`config.mk`:
```
export PLATFORM = sky130hd
export DESIGN_NAME = sound_ctrl_latch
export DESIGN_NICKNAME = d
export VERILOG_FILES = /design/src/rtl/sound_ctrl_latch.sv
export SDC_FILE = /design/constraint.sdc
export NUM_CORES = 1
export LEC_CHECK = 0
export BUFFER_PORTS_ARGS = -buffer_cell sky130_fd_sc_hd__buf_2
export CAP_MARGIN = 20
export CORE_ASPECT_RATIO = 0.6
export CORE_MARGIN = 10
export CORE_UTILIZATION = 40
export DETAILED_ROUTE_END_ITERATION = 16
export GPL_TIMING_DRIVEN = 0
export PLACE_DENSITY = 0.68
export SKIP_LAST_GASP = 1
export SLEW_MARGIN = 20
export SYNTH_ARGS = -nofsm -noshare
export SYNTH_HDL_FRONTEND = slang
export SYNTH_SLANG_ARGS = --single-unit
```
`constraint.sdc`:
```
create_clock -name clk -period 2.34 [get_ports clk]
set_clock_uncertainty 0.1 [all_clocks]
set_input_delay 0.351 -clock clk [delete_from_list [all_inputs] [get_ports clk]]
set_output_delay 0.351 -clock clk [all_outputs]
set_load 0.02 [all_outputs]
```
`src/rtl/sound_ctrl_latch.sv`:
```
// Sound control latch: decodes CPU writes to SND_ADDR and holds the control byte.
// It also times the explosion and shell one-shots that drive the analog sound mixer.
// Latency: outputs update on the clk edge after a write hit.
// Backpressure: none. Every hit is accepted in the cycle it is presented.
//
// Ports:
//   clk, rst           system clock and synchronous active-high reset
//   clk_12KHz_en       one-cycle strobe; the time base for both one-shots
//   cpu_addr/we/din    CPU write port (16-bit address, 8-bit data)
//   sound_enable       D5          engine_rev_en  D4       led_out  D6
//   motor_en           D7 & D5     explo_ls       D0       shell_ls D2
//   explo_en/shell_en  one-shot outputs, fired by rising D1 / D3
//   reg_q              raw latched control byte
module sound_ctrl_latch #(
   parameter logic [15:0] SND_ADDR    = 16'h1840,
   parameter int          EXPLO_TICKS = 1536,
   parameter int          SHELL_TICKS = 384,
   parameter int          CNT_W       = 12
) (
   input  logic        clk,
   input  logic        rst,
   input  logic        clk_12KHz_en,
   input  logic [15:0] cpu_addr,
   input  logic        cpu_we,
   input  logic [7:0]  cpu_din,
   output logic        sound_enable,
   output logic        motor_en,
   output logic        engine_rev_en,
   output logic        explo_ls,
   output logic        explo_en,
   output logic        shell_ls,
   output logic        shell_en,
   output logic        led_out,
   output logic [7:0]  reg_q
);

   typedef enum logic {IDLE = 1'b0, ACTIVE = 1'b1} os_state_t;

   // Channel 0 is explosion (trigger D1), channel 1 is shell (trigger D3).
   localparam int NCH = 2;
   localparam logic [CNT_W-1:0] EXPLO_LOAD = CNT_W'(EXPLO_TICKS);
   localparam logic [CNT_W-1:0] SHELL_LOAD = CNT_W'(SHELL_TICKS);

   logic [7:0]       ctrl;
   logic             hit;
   logic             kill;
   logic [NCH-1:0]   trig_new;
   logic [NCH-1:0]   trig_old;
   logic [NCH-1:0]   start;
   os_state_t        state     [NCH];
   os_state_t        state_nxt [NCH];
   logic [CNT_W-1:0] cnt       [NCH];
   logic [CNT_W-1:0] cnt_nxt   [NCH];

   assign hit      = cpu_we && (cpu_addr == SND_ADDR);
   // A write that clears D5 silences everything on the same edge the byte lands.
   assign kill     = hit && !cpu_din[5];
   assign trig_new = {cpu_din[3], cpu_din[1]};
   assign trig_old = {ctrl[3], ctrl[1]};
   // Only a 0->1 edge of a trigger bit fires, and only when the new byte keeps sound on.
   assign start    = {NCH{hit && cpu_din[5]}} & trig_new & ~trig_old;

   always_comb begin
      for (int ch = 0; ch < NCH; ch++) begin
         state_nxt[ch] = state[ch];
         cnt_nxt[ch]   = cnt[ch];
         if (kill) begin
            state_nxt[ch] = IDLE;
            cnt_nxt[ch]   = '0;
         end else if (start[ch]) begin
            // A fire reloads the counter even when a tick lands in the same cycle.
            state_nxt[ch] = ACTIVE;
            cnt_nxt[ch]   = (ch == 0) ? EXPLO_LOAD : SHELL_LOAD;
         end else if (state[ch] == ACTIVE && clk_12KHz_en) begin
            if (cnt[ch] <= CNT_W'(1)) begin
               state_nxt[ch] = IDLE;
               cnt_nxt[ch]   = '0;
            end else begin
               cnt_nxt[ch]   = cnt[ch] - CNT_W'(1);
            end
         end
      end
   end

   always_ff @(posedge clk) begin
      if (rst) begin
         ctrl <= 8'h00;
         for (int ch = 0; ch < NCH; ch++) begin
            state[ch] <= IDLE;
            cnt[ch]   <= '0;
         end
      end else begin
         if (hit) begin
            ctrl <= cpu_din;
         end
         for (int ch = 0; ch < NCH; ch++) begin
            state[ch] <= state_nxt[ch];
            cnt[ch]   <= cnt_nxt[ch];
         end
      end
   end

   assign reg_q         = ctrl;
   assign sound_enable  = ctrl[5];
   assign motor_en      = ctrl[7] & ctrl[5];
   assign engine_rev_en = ctrl[4];
   assign explo_ls      = ctrl[0];
   assign shell_ls      = ctrl[2];
   assign led_out       = ctrl[6];
   assign explo_en      = (state[0] == ACTIVE);
   assign shell_en      = (state[1] == ACTIVE);

endmodule

```
==> metrics.txt, run 1 <==
# TYPE chip_impl_metric gauge
chip_impl_metric{name="num_rows",unit=""} 18
chip_impl_metric{name="all_layer_gr_usage",unit=""} 0.108
chip_impl_metric{name="first_pass_grt_wire_length",unit="µm"} 6580
chip_impl_metric{name="synth-warning-count",unit=""} 0
chip_impl_metric{name="number_of_nets_in_the_finished_design",unit=""} 276
chip_impl_metric{name="ant_nets",unit=""} 0
chip_impl_metric{name="gates_resized_cts_repair",unit=""} 0
chip_impl_metric{name="cap_viol_max_count",unit=""} 0
chip_impl_info{name="synth_ff_type",value="sky130_fd_sc_hd__dfxtp_1"} 1
chip_impl_metric{name="drt_iter0_markers",unit=""} 47
chip_impl_metric{name="pin_count_of_the_biggest_net_entering_global_routing",unit=""} 11
chip_impl_metric{name="drt_drc_violations_left",unit=""} 0
chip_impl_metric{name="synth_enable_flop_cells",unit=""} 0
chip_impl_metric{name="floorplan.core_area",unit="mm²"} 0.00412
chip_impl_info{name="crit_type",value="in2reg"} 1
chip_impl_info{name="cp_launch_point",value="cpu_addr[1]"} 1
chip_impl_metric{name="post_route_minimum_period",unit="ns"} 1.97
chip_impl_info{name="rsz0062_at_grt",value="no"} 1
chip_impl_metric{name="syn_inst",unit=""} 195
chip_impl_metric{name="ir_drop",unit="µV"} 326
chip_impl_info{name="worst_hold_path_type",value="in2reg"} 1
chip_impl_metric{name="synth_simple_gate_area_share",unit=""} 0.302
chip_impl_metric{name="cts_num_sinks",unit=""} 34
chip_impl_metric{name="synth_nets",unit=""} 227
chip_impl_metric{name="fill_cells",unit=""} 395
chip_impl_metric{name="r2r_cells",unit=""} 5
chip_impl_metric{name="report.final.hold_viol_count",unit=""} 0
chip_impl_metric{name="switching_power",unit="µW"} 233
chip_impl_metric{name="detailed_place_hpwl",unit="µm"} 3070
chip_impl_info{name="rr_startpoint",value="cnt[0][16]"} 1
chip_impl_metric{name="yosys.area_share.xor_xnor",unit=""} 0.0769
chip_impl_metric{name="synthMuxAreaShare",unit=""} 0.0534
chip_impl_metric{name="floorplan.initialDensity",unit=""} 0.415
chip_impl_metric{name="arrival",unit="ns"} 1.99
chip_impl_metric{name="via_count_of_the_first_global_routing_pass",unit=""} 1404
chip_impl_metric{name="synth-compound-area-share",unit=""} 0.0820
chip_impl_info{name="crit-reg2reg-capture",value="cnt[0][19]"} 1
chip_impl_metric{name="dr_total_vias",unit=""} 1421
chip_impl_metric{name="async_flop_share",unit=""} 0
chip_impl_metric{name="dieWidth",unit="µm"} 104
chip_impl_info{name="timing.critical_path.to",value="state[0][0]"} 1
chip_impl_metric{name="combPwrFrac",unit=""} 0.047
chip_impl_metric{name="clk-insertion-delay-late",unit="ns"} 0.28
chip_impl_metric{name="hold_depth",unit=""} 3
chip_impl_metric{name="finalHoldWorstSlack",unit="ns"} 0.198
chip_impl_metric{name="report.final.slew_viol_count",unit=""} 0
chip_impl_metric{name="syn-cell-area",unit="mm²"} 0.00171
chip_impl_metric{name="power_switching_share",unit=""} 0.217
chip_impl_metric{name="floorplan.die_area",unit="mm²"} 0.00737
chip_impl_info{name="outcome",value="finished clean"} 1
chip_impl_metric{name="die_extent_in_y",unit="µm"} 70.6
chip_impl_metric{name="clock_power_share",unit=""} 0.414
chip_impl_metric{name="total_setup_buffers_inserted_after_cts",unit=""} 0
chip_impl_info{name="synth_top_family_by_area",value="simple AND/OR/NAND/NOR gates"} 1
chip_impl_metric{name="critPathRequiredTime",unit="ns"} 2.36
chip_impl_metric{name="cts_buffer_depth",unit=""} 2
chip_impl_metric{name="gp_routability_congestion",unit=""} 0.812
chip_impl_metric{name="port-buffer-count",unit=""} 42
chip_impl_metric{name="seq_area_frac_synth",unit=""} 0.398
chip_impl_metric{name="first_pass_iters",unit=""} 4
chip_impl_metric{name="cts_hold_buf",unit=""} 0
chip_impl_metric{name="synth-adder-area-share",unit=""} 0.0293
chip_impl_info{name="endpoint_kind",value="flip-flop"} 1
chip_impl_metric{name="placedInstanceArea",unit="mm²"} 0.00199
chip_impl_info{name="cts_tree",value="done"} 1
chip_impl_metric{name="num_antenna_cells",unit=""} 0
chip_impl_metric{name="post-route-cell-area",unit="mm²"} 0.00209
chip_impl_metric{name="avgViaCountPerCell",unit=""} 4.66
chip_impl_metric{name="power.static_leakage",unit="nW"} 0.916
chip_impl_metric{name="crit_path_max_fanout",unit=""} 7
chip_impl_metric{name="pwr_dens",unit="mW/mm²"} 514
chip_impl_metric{name="seqPwrFrac",unit=""} 0.539
chip_impl_metric{name="drive_gt1_frac",unit=""} 0.282
chip_impl_metric{name="max_slew.worst_pin.slew",unit="ns"} 1.07
chip_impl_metric{name="syn2layout_area_growth",unit="%"} 22.0
chip_impl_metric{name="cts_made_buffers",unit=""} 5
chip_impl_info{name="setup.worst_path.start_class",value="primary input"} 1
chip_impl_metric{name="routedWlPerCell",unit="µm"} 12.8
chip_impl_metric{name="floorplan.io_pins",unit=""} 44
chip_impl_metric{name="cts_max_level",unit=""} 2
chip_impl_metric{name="ys_ff_latch",unit=""} 34
chip_impl_metric{name="antenna_found_initial",unit=""} 0
chip_impl_info{name="ctsRootBufferMaster",value="sky130_fd_sc_hd__clkbuf_8"} 1
chip_impl_metric{name="timing.slew.headroom",unit=""} 0.282
chip_impl_metric{name="syn_area_per_cell",unit="µm²"} 8.76
chip_impl_metric{name="setup-violations-final",unit=""} 0
chip_impl_metric{name="max_freq",unit="GHz"} 0.506
chip_impl_metric{name="route.final.wire_length",unit="µm"} 3900
chip_impl_metric{name="setup_tns",unit="ns"} 0
chip_impl_metric{name="gr-total-overflow",unit=""} 0
chip_impl_metric{name="worst_setup_hold_path_clk_slew",unit="ns"} 0.07
chip_impl_metric{name="reg2reg_slack",unit="ns"} 0.38
chip_impl_metric{name="cellInternalPower",unit="µW"} 839
chip_impl_metric{name="distinct_cells_synth",unit=""} 46
chip_impl_metric{name="timing.final.crit_share",unit=""} 0.844
[synthesized netlist by cell type (2+ instances only)]
master / count / share of area
sky130_fd_sc_hd__or4_1: 4 / 0.018
sky130_fd_sc_hd__xnor2_1: 12 / 0.061
sky130_fd_sc_hd__ha_1: 4 / 0.029
sky130_fd_sc_hd__a21oi_1: 10 / 0.029
sky130_fd_sc_hd__nand3_1: 5 / 0.015
sky130_fd_sc_hd__nor4_1: 4 / 0.015
sky130_fd_sc_hd__mux2i_1: 8 / 0.047
sky130_fd_sc_hd__nor2_1: 39 / 0.086
sky130_fd_sc_hd__dfxtp_1: 34 / 0.40
sky130_fd_sc_hd__o21ai_0: 3 / 0.0088
sky130_fd_sc_hd__xor2_1: 3 / 0.015
sky130_fd_sc_hd__or3_1: 4 / 0.015
sky130_fd_sc_hd__nor4b_1: 2 / 0.010
sky130_fd_sc_hd__or2_1: 2 / 0.0073
sky130_fd_sc_hd__nand2_1: 9 / 0.020
sky130_fd_sc_hd__buf_4: 7 / 0.031
sky130_fd_sc_hd__nor3_1: 10 / 0.029
sky130_fd_sc_hd__inv_1: 7 / 0.015
[cells by family after synthesis]
group	count (synthesis)
flip-flops	34
multiplexers	9
XOR/XNOR	15
adder cells (fa/ha/maj)	4
buffers and inverters	17
AO/OA/AOI/OAI	22
AND/OR/NAND/NOR	94
[power groups by stage]
| stage | clock network, mW | logic (mW) | registers, mW |
|---|---|---|---|
| 2_1_floorplan | 0 | 0.0200 | 0.592 |
| 3_3_place_gp | 0 | 0.0494 | 0.592 |
| 3_5_place_dp | 0 | 0.0499 | 0.592 |
| 4_1_cts | 0.457 | 0.0502 | 0.578 |
| 5_1_grt | 0.487 | 0.0563 | 0.578 |
| 6_report | 0.444 | 0.0503 | 0.578 |
[layer usage]
metal	vias to the layer above	global-route usage	part of all wire
li1	769	-	-
met1	634	0.138	0.50
met2	13	0.164	0.46
met3	5	0.0344	0.034
met4	0	0.0430	0.0095
met5	-	0	0
[final cells by class]
type                    instances  area, µm²  share of cell area
plain buffers                  10       72.6              0.0348
clock buffers                   7       86.3              0.0414
clock inverters                 1       5.00             0.00240
inverters                       7       26.3              0.0126
multi-input cells             144        930               0.446
flip-flops and latches         34        681               0.326
well taps                      60       75.1              0.0360
repair buffers                 42        210               0.101
[registers in the layout, summed over array words and instances (netlist names)]
name   cells
cnt       24
state      2
reg_q      8
[how the worst min path moves through the flow]
stage	from	to	slack, ns
after floorplan	cnt[0][15]	cnt[0][15]	0.35
after global placement	cnt[0][15]	cnt[0][15]	0.37
after detailed placement	cnt[0][15]	cnt[0][15]	0.36
after CTS	cpu_din[6]	reg_q[6]	0.19
after global routing	cpu_din[7]	reg_q[7]	0.22
final	cpu_din[6]	reg_q[6]	0.20
[critical path, cell delays in order]
cell	delay, ns
sky130_fd_sc_hd__buf_2	0.09
sky130_fd_sc_hd__nor4_1	0.38
sky130_fd_sc_hd__nand3_1	0.16
sky130_fd_sc_hd__o31ai_1	0.91
sky130_fd_sc_hd__a21oi_1	0.09
[cells in the final DEF (no fill, tap or decap), types with 6 or more instances in the layout]
| cell type | synthesis | final |
|---|---|---|
| sky130_fd_sc_hd__buf_2 | 1 | 43 |
| sky130_fd_sc_hd__nor2_1 | 39 | 39 |
| sky130_fd_sc_hd__dfxtp_1 | 34 | 34 |
| sky130_fd_sc_hd__xnor2_1 | 12 | 12 |
| sky130_fd_sc_hd__nor3_1 | 10 | 10 |
| sky130_fd_sc_hd__a21oi_1 | 10 | 10 |
| sky130_fd_sc_hd__nand2_1 | 9 | 9 |
| sky130_fd_sc_hd__mux2i_1 | 8 | 8 |
| sky130_fd_sc_hd__inv_1 | 7 | 7 |
| sky130_fd_sc_hd__buf_4 | 7 | 7 |
| sky130_fd_sc_hd__clkbuf_8 | 0 | 6 |
[through the flow]
step | setup WS [ns] | std cells | util | power, mW
2_1_floorplan | 0.510 | 195 | - | 0.612
3_3_place_gp | 0.0814 | 297 | 0.484 | 0.641
3_5_place_dp | 0.0953 | 297 | 0.484 | 0.642
4_1_cts | 0.383 | 305 | 0.506 | 1.09
5_1_grt | 0.204 | 305 | 0.506 | 1.12
6_report | 0.365 | 305 | 0.506 | 1.07
Note: power is estimated with default switching activity, not from simulation.
==> run 2, diff against run 1 <==
clock period = 1.9 ns   (was 2.34 ns; I/O delays follow)
==> run 2 against run 1 <==
Effect of this change: final area rose by 3.0%; sequential power rose by 23%; cell count rose by 0.33%.
==> metrics.txt, run 2 (synthesis gave the netlist of run 1 again) <==
# TYPE chip_impl_metric gauge
chip_impl_metric{name="hold_depth",unit=""} 3
chip_impl_metric{name="report.final.hold_viol_count",unit=""} 0
chip_impl_metric{name="cts_hold_buf",unit=""} 0
chip_impl_metric{name="largest_register_ff_count",unit=""} 24
chip_impl_metric{name="gp_routability_congestion",unit=""} 0.812
chip_impl_metric{name="syn2layout_area_growth",unit="%"} 25.7
chip_impl_metric{name="fill_cells",unit=""} 379
chip_impl_info{name="outcome",value="finished clean"} 1
chip_impl_metric{name="clk-insertion-delay-late",unit="ns"} 0.29
chip_impl_metric{name="cts_num_sinks",unit=""} 34
chip_impl_metric{name="dieWidth",unit="µm"} 104
chip_impl_metric{name="routedWlPerCell",unit="µm"} 12.9
chip_impl_metric{name="timing.slew.headroom",unit=""} 0.544
chip_impl_metric{name="die_extent_in_y",unit="µm"} 70.6
chip_impl_info{name="endpoint_kind",value="flip-flop"} 1
chip_impl_metric{name="floorplan.core_area",unit="mm²"} 0.00412
chip_impl_metric{name="num_rows",unit=""} 18
chip_impl_metric{name="floorplan.initialDensity",unit=""} 0.415
chip_impl_metric{name="antenna_found_initial",unit=""} 0
chip_impl_info{name="worst_hold_path_type",value="in2reg"} 1
chip_impl_info{name="rsz0062_at_grt",value="yes"} 1
chip_impl_metric{name="ir_drop",unit="µV"} 400
chip_impl_metric{name="pin_count_of_the_biggest_net_entering_global_routing",unit=""} 11
chip_impl_info{name="setup.worst_path.start_class",value="flip-flop"} 1
chip_impl_metric{name="drive_gt1_frac",unit=""} 0.329
chip_impl_metric{name="placedInstanceArea",unit="mm²"} 0.00199
chip_impl_metric{name="drt_drc_violations_left",unit=""} 0
chip_impl_metric{name="drt_iter0_markers",unit=""} 55
chip_impl_metric{name="max_freq",unit="GHz"} 0.546
chip_impl_metric{name="layout.area.seq",unit="µm²"} 686
chip_impl_metric{name="cts_made_buffers",unit=""} 5
chip_impl_metric{name="report.final.slew_viol_count",unit=""} 0
chip_impl_metric{name="r2r_cells",unit=""} 6
chip_impl_metric{name="number_of_nets_in_the_finished_design",unit=""} 277
chip_impl_metric{name="design_power_total",unit="mW"} 1.32
chip_impl_metric{name="ant_nets",unit=""} 0
chip_impl_metric{name="cts_max_level",unit=""} 2
chip_impl_metric{name="floorplan.io_pins",unit=""} 44
chip_impl_metric{name="detailed_place_hpwl",unit="µm"} 3070
chip_impl_metric{name="gr-total-overflow",unit=""} 0
chip_impl_metric{name="all_layer_gr_usage",unit=""} 0.108
chip_impl_metric{name="post-route-cell-area",unit="mm²"} 0.00215
chip_impl_info{name="cts_tree",value="done"} 1
chip_impl_metric{name="avgViaCountPerCell",unit=""} 4.77
chip_impl_metric{name="crit_path_max_fanout",unit=""} 6
chip_impl_metric{name="finalHoldWorstSlack",unit="ns"} 0.132
chip_impl_info{name="mostFrequentLayoutCell",value="sky130_fd_sc_hd__buf_2"} 1
chip_impl_metric{name="pwr_dens",unit="mW/mm²"} 615
chip_impl_metric{name="final_critical_path_setup_slack",unit="ns"} 0.0672
chip_impl_metric{name="multiInputGateArea",unit="µm²"} 977
chip_impl_metric{name="arrival",unit="ns"} 1.88
chip_impl_metric{name="pre_cts_slack",unit="ns"} -0.279
chip_impl_metric{name="cts_buffer_depth",unit=""} 2
chip_impl_metric{name="cap_viol_max_count",unit=""} 0
chip_impl_metric{name="port-buffer-count",unit=""} 42
chip_impl_metric{name="worst_setup_hold_path_clk_slew",unit="ns"} 0.07
chip_impl_info{name="crit_type",value="reg2reg"} 1
chip_impl_metric{name="post_route_minimum_period",unit="ns"} 1.83
chip_impl_metric{name="timing.final.crit_share",unit=""} 0.965
chip_impl_metric{name="power.static_leakage",unit="nW"} 0.939
chip_impl_metric{name="first_pass_iters",unit=""} 4
chip_impl_metric{name="max_slew.worst_pin.slew",unit="ns"} 0.680
chip_impl_metric{name="route.final.wire_length",unit="µm"} 3940
chip_impl_metric{name="critPathRequiredTime",unit="ns"} 1.94
chip_impl_metric{name="num_antenna_cells",unit=""} 0
chip_impl_metric{name="via_count_of_the_first_global_routing_pass",unit=""} 1402
chip_impl_info{name="regMostFlops",value="cnt"} 1
chip_impl_info{name="ctsRootBufferMaster",value="sky130_fd_sc_hd__clkbuf_8"} 1
chip_impl_metric{name="floorplan.die_area",unit="mm²"} 0.00737
chip_impl_metric{name="setup-violations-final",unit=""} 0
chip_impl_info{name="mostFrequentLayoutCells",value="sky130_fd_sc_hd__buf_2 (42), sky130_fd_sc_hd__nor2_1 (37), sky130_fd_sc_hd__dfxtp_1 (32)"} 1
chip_impl_metric{name="first_pass_grt_wire_length",unit="µm"} 6620
chip_impl_metric{name="dr_total_vias",unit=""} 1460
==> run 2: through the flow <==
stage,util,std cells,TNS (ns)
final,0.521,306,0
after global routing,0.521,306,-0.0394
after CTS,0.512,305,0
after global placement,0.484,297,-2.82
after floorplan,-,195,0
after detailed placement,0.484,297,-2.27
==> run 2: metal layers <==
layer / global-route usage / share of wire / vias up
met5: 0 / 0 / -
met4: 0.0430 / 0.0094 / 0
met3: 0.0344 / 0.037 / 5
met2: 0.164 / 0.46 / 19
met1: 0.139 / 0.50 / 662
li1: - / - / 774
==> run 2: final timing paths <==
kind / startpoint / end / slack [ns]
worst max-delay path: cnt[0][14] / cnt[0][19] / 0.07
worst max register to register: cnt[0][14] / cnt[0][19] / 0.07
worst min-delay path: cpu_din[6] / reg_q[6] / 0.13
worst min register to register: cnt[0][15] / cnt[0][15] / 0.37
==> run 2: layout make-up <==
class / count / share of cell area
Sequential cell: 34 / 0.319
Inverter: 7 / 0.0122
Clock buffer: 7 / 0.0402
Tap cell: 60 / 0.0349
Timing Repair Buffer: 44 / 0.105
Multi-Input combinational cell: 144 / 0.455
Buffer: 9 / 0.0315
Clock inverter: 1 / 0.00233
==> run 2: timing repair <==
item	CTS	global route
setup endpoints to repair	18	22
setup buffers	0	2
pin swaps	1	3
resized for setup	5	13
==> run 2: where the power goes <==
part | switching, mW | internal [mW] | total [mW] | leakage, nW
Sequential | 0.00000257 | 0.711 | 0.711 | 0.275
Combinational | 0.0336 | 0.0303 | 0.0639 | 0.616
Clock | 0.254 | 0.292 | 0.546 | 0.0482
Total | 0.287 | 1.03 | 1.32 | 0.939
==> run 2: critical path: stages (launching register included) <==
cell and delay (ns):
sky130_fd_sc_hd__dfxtp_2 0.34, sky130_fd_sc_hd__or2_1 0.25, sky130_fd_sc_hd__or4_4 0.48, sky130_fd_sc_hd__buf_6 0.15, sky130_fd_sc_hd__o21a_1 0.16, sky130_fd_sc_hd__o21ai_1 0.13, sky130_fd_sc_hd__a21oi_1 0.08
